==> src/rtl/traffic_pkg.sv <==
// Shared traffic-light encodings, side-road sensor FSM states and sizing helpers.
package traffic_pkg;

    typedef enum logic [1:0] {
        RED    = 2'd0,
        YELLOW = 2'd1,
        GREEN  = 2'd2
    } lamp_t;

    typedef enum logic [1:0] {
        S_IDLE  = 2'd0,
        S_WAIT  = 2'd1,
        S_REQ   = 2'd2,
        S_SERVE = 2'd3
    } sensor_state_t;

    // Wide enough to hold MAX_WAIT-1 with one bit of headroom.
    function automatic int unsigned wait_timer_w(input int unsigned max_wait);
        return $clog2(max_wait) + 1;
    endfunction

endpackage

==> src/rtl/loop_debounce.sv <==
// Two-flop synchronizer followed by a consecutive-cycle debounce filter.
module loop_debounce #(
    parameter int unsigned DEBOUNCE_CYCLES = 4
) (
    input  logic clk,
    input  logic clear_n,
    input  logic raw_in,
    output logic level_out
);

    localparam int unsigned CNT_W = $clog2(DEBOUNCE_CYCLES) + 1;

    logic             sync_a;
    logic             sync_b;
    logic [CNT_W-1:0] cnt;

    always_ff @(posedge clk or negedge clear_n) begin
        if (!clear_n) begin
            sync_a <= 1'b0;
            sync_b <= 1'b0;
        end else begin
            sync_a <= raw_in;
            sync_b <= sync_a;
        end
    end

    // The DEBOUNCE_CYCLES-th consecutive mismatching cycle commits the new level.
    always_ff @(posedge clk or negedge clear_n) begin
        if (!clear_n) begin
            cnt       <= '0;
            level_out <= 1'b0;
        end else if (sync_b == level_out) begin
            cnt <= '0;
        end else if (cnt == CNT_W'(DEBOUNCE_CYCLES - 1)) begin
            cnt       <= '0;
            level_out <= sync_b;
        end else begin
            cnt <= cnt + CNT_W'(1);
        end
    end

endmodule

==> src/rtl/side_road_sensor.sv <==
// Turns the raw side-road loop into a sticky car request, cleared when EW goes green.
module side_road_sensor
    import traffic_pkg::*;
#(
    parameter int unsigned DEBOUNCE_CYCLES = 4,
    parameter int unsigned COUNT_W         = 4,
    parameter int unsigned CAR_THRESH      = 2,
    parameter int unsigned MAX_WAIT        = 64
) (
    input  logic               clk,
    input  logic               clear_n,
    input  logic               loop_raw,
    input  logic [1:0]         ew_light,
    output logic               x,
    output logic [COUNT_W-1:0] car_count,
    output logic               starved
);

    localparam int unsigned TMR_W = wait_timer_w(MAX_WAIT);
    localparam int unsigned SUM_W = COUNT_W + 1;

    sensor_state_t      state;
    sensor_state_t      state_nxt;
    logic               loop_d;
    logic               loop_d_q;
    logic               arrive;
    logic [TMR_W-1:0]   wait_tmr;
    logic [TMR_W-1:0]   tmr_nxt;
    logic [COUNT_W-1:0] cnt_nxt;
    logic               x_nxt;
    logic               starved_nxt;
    logic               green;
    logic               thr_hit;
    logic               timeout;

    loop_debounce #(
        .DEBOUNCE_CYCLES(DEBOUNCE_CYCLES)
    ) u_debounce (
        .clk      (clk),
        .clear_n  (clear_n),
        .raw_in   (loop_raw),
        .level_out(loop_d)
    );

    // Registered rising-edge detect on the accepted loop level.
    always_ff @(posedge clk or negedge clear_n) begin
        if (!clear_n) begin
            loop_d_q <= 1'b0;
            arrive   <= 1'b0;
        end else begin
            loop_d_q <= loop_d;
            arrive   <= loop_d & ~loop_d_q;
        end
    end

    // Lamp code 3 is not GREEN, so it never serves.
    assign green   = (ew_light == GREEN);
    assign thr_hit = (SUM_W'(car_count) + SUM_W'(arrive)) >= SUM_W'(CAR_THRESH);
    assign timeout = (wait_tmr == TMR_W'(MAX_WAIT - 1));

    always_ff @(posedge clk or negedge clear_n) begin
        if (!clear_n) begin
            state <= S_IDLE;
        end else begin
            state <= state_nxt;
        end
    end

    always_comb begin
        state_nxt = state;
        if (green) begin
            state_nxt = S_SERVE;
        end else begin
            unique case (state)
                S_IDLE:  if (arrive) state_nxt = thr_hit ? S_REQ : S_WAIT;
                S_WAIT:  if (thr_hit || timeout) state_nxt = S_REQ;
                S_REQ:   state_nxt = S_REQ;
                S_SERVE: state_nxt = S_IDLE;
                default: state_nxt = S_IDLE;
            endcase
        end
    end

    // Threshold is tested first so a coincident timeout does not flag starvation.
    always_comb begin
        cnt_nxt     = car_count;
        tmr_nxt     = wait_tmr;
        x_nxt       = x;
        starved_nxt = starved;
        if (state_nxt == S_SERVE) begin
            cnt_nxt     = '0;
            tmr_nxt     = '0;
            x_nxt       = 1'b0;
            starved_nxt = 1'b0;
        end else begin
            if (arrive && state != S_SERVE && car_count != '1) begin
                cnt_nxt = car_count + COUNT_W'(1);
            end
            x_nxt = (state_nxt == S_REQ);
            if (state_nxt == S_IDLE) begin
                tmr_nxt     = '0;
                starved_nxt = 1'b0;
            end else if (state == S_WAIT && !timeout) begin
                tmr_nxt = wait_tmr + TMR_W'(1);
            end
            if (state == S_WAIT && state_nxt == S_REQ && !thr_hit) begin
                starved_nxt = 1'b1;
            end
        end
    end

    always_ff @(posedge clk or negedge clear_n) begin
        if (!clear_n) begin
            car_count <= '0;
            wait_tmr  <= '0;
            x         <= 1'b0;
            starved   <= 1'b0;
        end else begin
            car_count <= cnt_nxt;
            wait_tmr  <= tmr_nxt;
            x         <= x_nxt;
            starved   <= starved_nxt;
        end
    end

endmodule
==> config.mk <==
export PLATFORM = sky130hd
export DESIGN_NAME = side_road_sensor
export DESIGN_NICKNAME = d
export VERILOG_FILES = /design/src/rtl/traffic_pkg.sv /design/src/rtl/loop_debounce.sv /design/src/rtl/side_road_sensor.sv
export SDC_FILE = /design/constraint.sdc
export NUM_CORES = 1
export LEC_CHECK = 0
export ABC_AREA = 0
export ABC_CLOCK_PERIOD_IN_PS = 3900
export CAP_MARGIN = 40
export CELL_PAD_IN_SITES_DETAIL_PLACEMENT = 2
export CELL_PAD_IN_SITES_GLOBAL_PLACEMENT = 2
export CORE_ASPECT_RATIO = 1.1
export CORE_MARGIN = 2
export CORE_UTILIZATION = 38
export CTS_BUF_LIST = sky130_fd_sc_hd__clkbuf_4 sky130_fd_sc_hd__clkbuf_8
export CTS_CLUSTER_SIZE = 10
export DETAILED_ROUTE_END_ITERATION = 16
export PLACE_DENSITY_LB_ADDON = 0.3
export SETUP_SLACK_MARGIN = 0.5
export SKIP_LAST_GASP = 1
export SLEW_MARGIN = 5
export SYNTH_ARGS = -nofsm -noshare
export SYNTH_HDL_FRONTEND = slang
export SYNTH_SLANG_ARGS = --single-unit
export TNS_END_PERCENT = 20
==> constraint.sdc <==
create_clock -name clk -period 3.9 [get_ports clk]
set_input_delay 0.585 -clock clk [delete_from_list [all_inputs] [get_ports clk]]
set_output_delay 0.585 -clock clk [all_outputs]
set_load 0.01 [all_outputs]
Yosys cells after proc, flatten, opt, wreduce, memory -nomap -nowiden
Index checks and enable logic that the tools add are counted.

cells by class
  mux-type cells = 16
  magnitude comparators = 1
  $add $sub $neg = 4
  equality and inequality tests = 11
  reductions and logical operators = 14
  bitwise operators = 3

operators with widths
  kind                   number
  $mux W7                3
  $eq A2 B2 Y1 const B   5
  $mux W2                4
  $mux W4                2
  $pmux W2 S4            1
  $add A7 B1 Y7 const B  1
  $eq A7 B6 Y1 const B   1
  $mux W3                2
  $reduce_bool A3 Y1     2
  $add A4 B1 Y5          1
  $ge A5 B2 Y1 const B   1
  $logic_and A1 B1 Y1    5
  $add A4 B1 Y4 const B  1
  $logic_not A2 Y1       2
  $mux W1                4
  $ne A4 B4 Y1 const B   1
  $add A3 B1 Y3 const B  1
  $eq A3 B2 Y1 const B   1
  $eq A2 B1 Y1 const B   1
  $logic_not A1 Y1       2
  $ne A2 B2 Y1 const B   1
  $not A1 Y1             2
  $reduce_and A2 Y1      1
  $reduce_bool A2 Y1     1
  other kinds (3)        3

storage, ports and cells
  register bits after elaboration = 23
  logic and storage cells = 60

Logic depth before layout (Yosys ltp)
  word-level depth = 11
  depth in mapped cells = 11
  gate-level depth less buffers = 11

Hierarchy
From an unflattened synthesis, not the netlist that was laid out.

second synthesis, totals
  cell total of the unflattened synthesis = 107
  area total of the unflattened synthesis = 1199.9 um2

modules (own cells, without submodules)
  module            cells an instance  area each (um2)  times used
  side_road_sensor  94                 983.4            1
  loop_debounce     13                 216.5            1

Worst setup path before layout
No wires, ideal clock.

  path kind = register to register
  start point = register car_count[0]
  end point = register wait_tmr[5]
  library setup time = 0.128 ns
  data arrival time = 2.740 ns
  data required time = 3.772 ns
  setup slack = 1.032 ns
  stages on the path, launching flop included = 12
  cell sequence = dfrtp_1 > ha_1 > ha_1 > and2_1 > a21oi_1 > nor4_1 > o221ai_1 > ha_1 > or2_1 > o32ai_4 > nand2b_4 > o31ai_1

on the way
  word-level cells in the longest chain between the ends = 9
  elaborated cells on any way between the ends = 13

RTL lines
  element                                        RTL line                                        source
  start: declaration                             side_road_sensor.sv:15                          output logic [COUNT_W-1:0] car_count,
  start signal: assignment                       side_road_sensor.sv:119                         car_count <= cnt_nxt;
  $add A4 B1 Y5 *                                side_road_sensor.sv:58                          assign thr_hit = (SUM_W'(car_count) + SUM_W'(arrive)) >= SUM_W'(CAR_THRESH);
  $ge A5 B2 Y1 *                                 side_road_sensor.sv:58
  $mux W2 or $logic_or A1 B1 Y1 (tied branches)  side_road_sensor.sv:75, side_road_sensor.sv:76
  $mux W2, on equally long branches              side_road_sensor.sv:75, side_road_sensor.sv:76
  $pmux W2 S4 *                                  side_road_sensor.sv:74                          unique case (state)
  $mux W2 *                                      side_road_sensor.sv:71                          if (green) begin
  net state_nxt[1]                               side_road_sensor.sv:23                          sensor_state_t state_nxt;
  $logic_not A2 Y1                               side_road_sensor.sv:100                         if (state_nxt == S_IDLE) begin
  $mux W7                                        side_road_sensor.sv:100
  $mux W7                                        side_road_sensor.sv:90                          if (state_nxt == S_SERVE) begin
  end signal: assignment                         side_road_sensor.sv:120                         wait_tmr <= tmr_nxt;
  end: declaration                               side_road_sensor.sv:27                          logic [TMR_W-1:0] wait_tmr;

Mark *: on every way through the listed nets, which the timed path passes. The rest lies on a longest branch.
A chain may end at the register's enable or synchronous reset.

Worst setup path in the final report
Ends and elaborated chain as after synthesis.

==> flow_summary.toml <==
[route]
routed_wirelength_um = 2910
viasPerCell = 5.65
drt_pre_antenna_iters = 4
first_iter_violations = 14
antenna_violating_nets_post_route = 0
dr_total_vias = 887
detail_route.drc_violations = 0
wl_per_cell_um = 18.6

[synth]
synth_area_per_cell_um2 = 10.8
yosys_register_bits = 23
mapped_cells = 108
synth_top_area_share_pct = 49.5
netlist-cell-type-count = 33
synth_nets = 122
synth_area_leader_cell = "dfrtp_1"
synth_area_mm2 = 0.00116
synthTopCellsByArea = "dfrtp_1 (50%), ha_1 (9.7%), nand2_1 (3.2%)"
yosys_warnings = 0
synth-seq-area-share_pct = 49.5

[sta]
rsz0062_at_grt = "no"
finalHoldViolations = 0
timing_max_transition_violations_final = 0
maximum_frequency_from_static_timing_analysis_mhz = 316
max_slew_margin_pct = 68.2
finClkSkew_ns = 0.00937
finalSetupTns_ns = 0
finalSetupViolations = 0
final_period_demand_of_the_worst_path_ns = 3.16
worst_slew_pin_slew_ns = 0.475
period_share_pct = 81.0

[power_and_ir_drop]
total_power_mw = 1.06
p_leak_nw = 0.604
share_seq_of_total_power_pct = 35.3
max-vdd-ir-drop_v = 0.000313
combinationalPowerShare_pct = 53.9
sw_frac_of_total_pct = 44.4
p_clk_share_pct = 10.7
powerDensity_mw_per_mm2 = 762
internal-power_mw = 0.590
p_sw_mw = 0.472

[critical_path]
cp.required_ns = 4.10
cp.arrival_ns = 3.36
crit_slowest_cell = "dfrtp_1"
crit_path_frequent_cell = "ha_1"
family_with_the_most_delay_on_the_worst_path = "compound AO/OA/AOI/OAI gates"
endpoint_kind = "flop"
crit_path_max_incr_delay_ns = 0.46
cp_max_fo = 9
criticalPathCategory = "reg -> reg"
critical_path_cell_by_cell = "ha_1 > ha_1 > and2_1 > a21oi_2 > nor4_2 > o221ai_2 > ha_1 > or2_1 > o32ai_4 > nand2b_4 > o31ai_1"
setup.worst_path.start_class = "flop"
buf_inv_stages_crit_path = 0

[cts]
cts_made_buffers = 3
cts_post_setup_buffers_inserted = 0
cts-resized-gates = 0
cts.path.max_buffers = 2
clock_pin_slew_reported_for_the_worst_setup_and_hold_paths_after_clock_tree_synthesis_ns = 0.14
tritoncts_num_sinks = 23
ctsHoldBuffers = 0
cts_tree = "built"
cts.root.buffer_cell = "clkbuf_4"
clkLatencyLatePin_ns = 0.32
cts.htree.levels = 1

[final_layout]
synthToLayoutAreaGrowth_pct = 19.8
diodes = 0
multi_input_area_um2 = 612
regArea_um2 = 576
fin_nets = 138
layout.filler_cells = 307
layout-drive-gt1-share_pct = 13.8

[global_routing]
first_global_vias = 912
global_route.usage.total_pct = 18.4
global_route.overflow_total = 0
grt_first_pass_wirelength_um = 4690
grt_max_degree = 18
antenna_violations_before_repair = 0

[run_status]
run_status = "complete, no violations"

[floorplanning]
floorplan.die.width_um = 56.7
die_y_um = 62.0
dieArea_mm2 = 0.00352
io_pins = 11
core_mm2 = 0.00297
core.rowCount = 21
floorplan.initialDensity_pct = 39.1

[placement]
detailed_place_hpwl_um = 2240
gp_routability_congestion = 0.864
io_buffers = 10

[run]
count_of_maximum_capacitance_violations = 0

[worst_hold_path]
hold_path.class = "reg -> reg"
cell usage after synthesis, drive strengths merged:
library cell,number
dfrtp,23
nand2,10
ha,9
o21ai,9
nand3,7
nor2,7
nand2b,4
nor2b,4
a21oi,3
nor3,3
o31ai,3
xor2,3
a31oi,2
and2,2
and3,2
inv,2
nor4,2
or2,2
a21boi,1
a31o,1
a32o,1
and2b,1
mux2,1
mux2i,1
nor3b,1
o221a,1
o221ai,1
o32ai,1
xnor2,1
logic make-up after synthesis:
kind of cell / after synthesis / synth area share, %
compound gates: 23 / 14.5
xor+xnor: 4 / 3.01
fa+ha+maj: 9 / 9.69
buf+inv: 2 / 0.646
flops: 23 / 49.5
mux: 2 / 1.83
simple gates: 45 / 20.8
registers in the layout (all words and copies together) (netlist names):
| name | count |
|---|---|
| state | 2 |
| loop_d_q | 1 |
| u_debounce.cnt | 3 |
| u_debounce.sync_a | 1 |
| car_count | 4 |
| x | 1 |
| arrive | 1 |
| wait_tmr | 7 |
| u_debounce.sync_b | 1 |
| u_debounce.level_out | 1 |
| starved | 1 |
path summary, 6_finish.rpt:
check | start | to | slack, ns | depth (start not counted)
max in group asynchronous | clear_n | car_count[3] | 2.91 | 2
min in group asynchronous | clear_n | state[0] | 0.55 | 1
worst max register to register | car_count[0] | wait_tmr[5] | 0.74 | 11
worst min-delay path | u_debounce.sync_a | u_debounce.sync_b | 0.37 | 0
worst max-delay path | car_count[0] | wait_tmr[5] | 0.74 | 11
worst min register to register | u_debounce.sync_a | u_debounce.sync_b | 0.37 | 0
worst register-to-register path, delay by kind of cell (launching register included):
kind | cells | cell delay, ns
flops | 1 | 0.46
simple gates | 4 | 0.79
compound gates | 4 | 1.02
fa+ha+maj | 3 | 0.78
routing by layer:
metal / up-vias / track usage (%) / routed length [um]
li1: 417 / - / -
met1: 457 / 21.3 / 1230
met2: 9 / 35.2 / 1590
met3: 4 / 2.48 / 56
met4: 0 / 6.98 / 42
met5: - / 0 / 0
power by group through the flow:
stage	clock network (mW)	logic [mW]	registers, mW
detailed placement	0	0.542	0.383
global placement	0	0.494	0.372
finish	0.114	0.573	0.375
floorplan	0	0.370	0.369
CTS	0.122	0.555	0.377
global route	0.130	0.635	0.388
cells in the final DEF, fill, tap and decap left out, types with 2 or more instances in the layout:
master / count
nand2_1: 10
clkbuf_4: 3
clkdlybuf4s50_1: 10
dfrtp_1: 23
inv_1: 2
nand2b_1: 3
and2_1: 2
nor2b_1: 4
a21oi_1: 2
o21ai_0: 7
ha_1: 9
nand3_1: 6
o31ai_1: 3
and3_1: 2
xor2_1: 3
o21ai_1: 2
nor3_2: 2
nor2_1: 7
layout make-up:
type,count,share of cell area (%)
repair buffers,11,9.16
clock inverters,1,0.359
multi-input cells,83,43.9
flip-flops and latches,23,41.3
well taps,34,3.05
clock buffers,3,1.62
inverters,2,0.539
metrics by stage:
stage | util, % | cells | setup slack [ns] | instance area [um2] | hold WS, ns
finish | 46.9 | 157 | 0.740 | 1390 | 0.369
global route | 46.9 | 157 | 0.545 | 1390 | 0.377
CTS | 45.8 | 157 | 0.516 | 1360 | 0.374
detailed placement | 44.9 | 153 | 0.555 | 1330 | 0.342
global placement | 44.0 | 152 | 0.835 | 1310 | 0.338
floorplan | - | 108 | 1.03 | 1160 | 0.289
(Power assumes the default switching activity.)
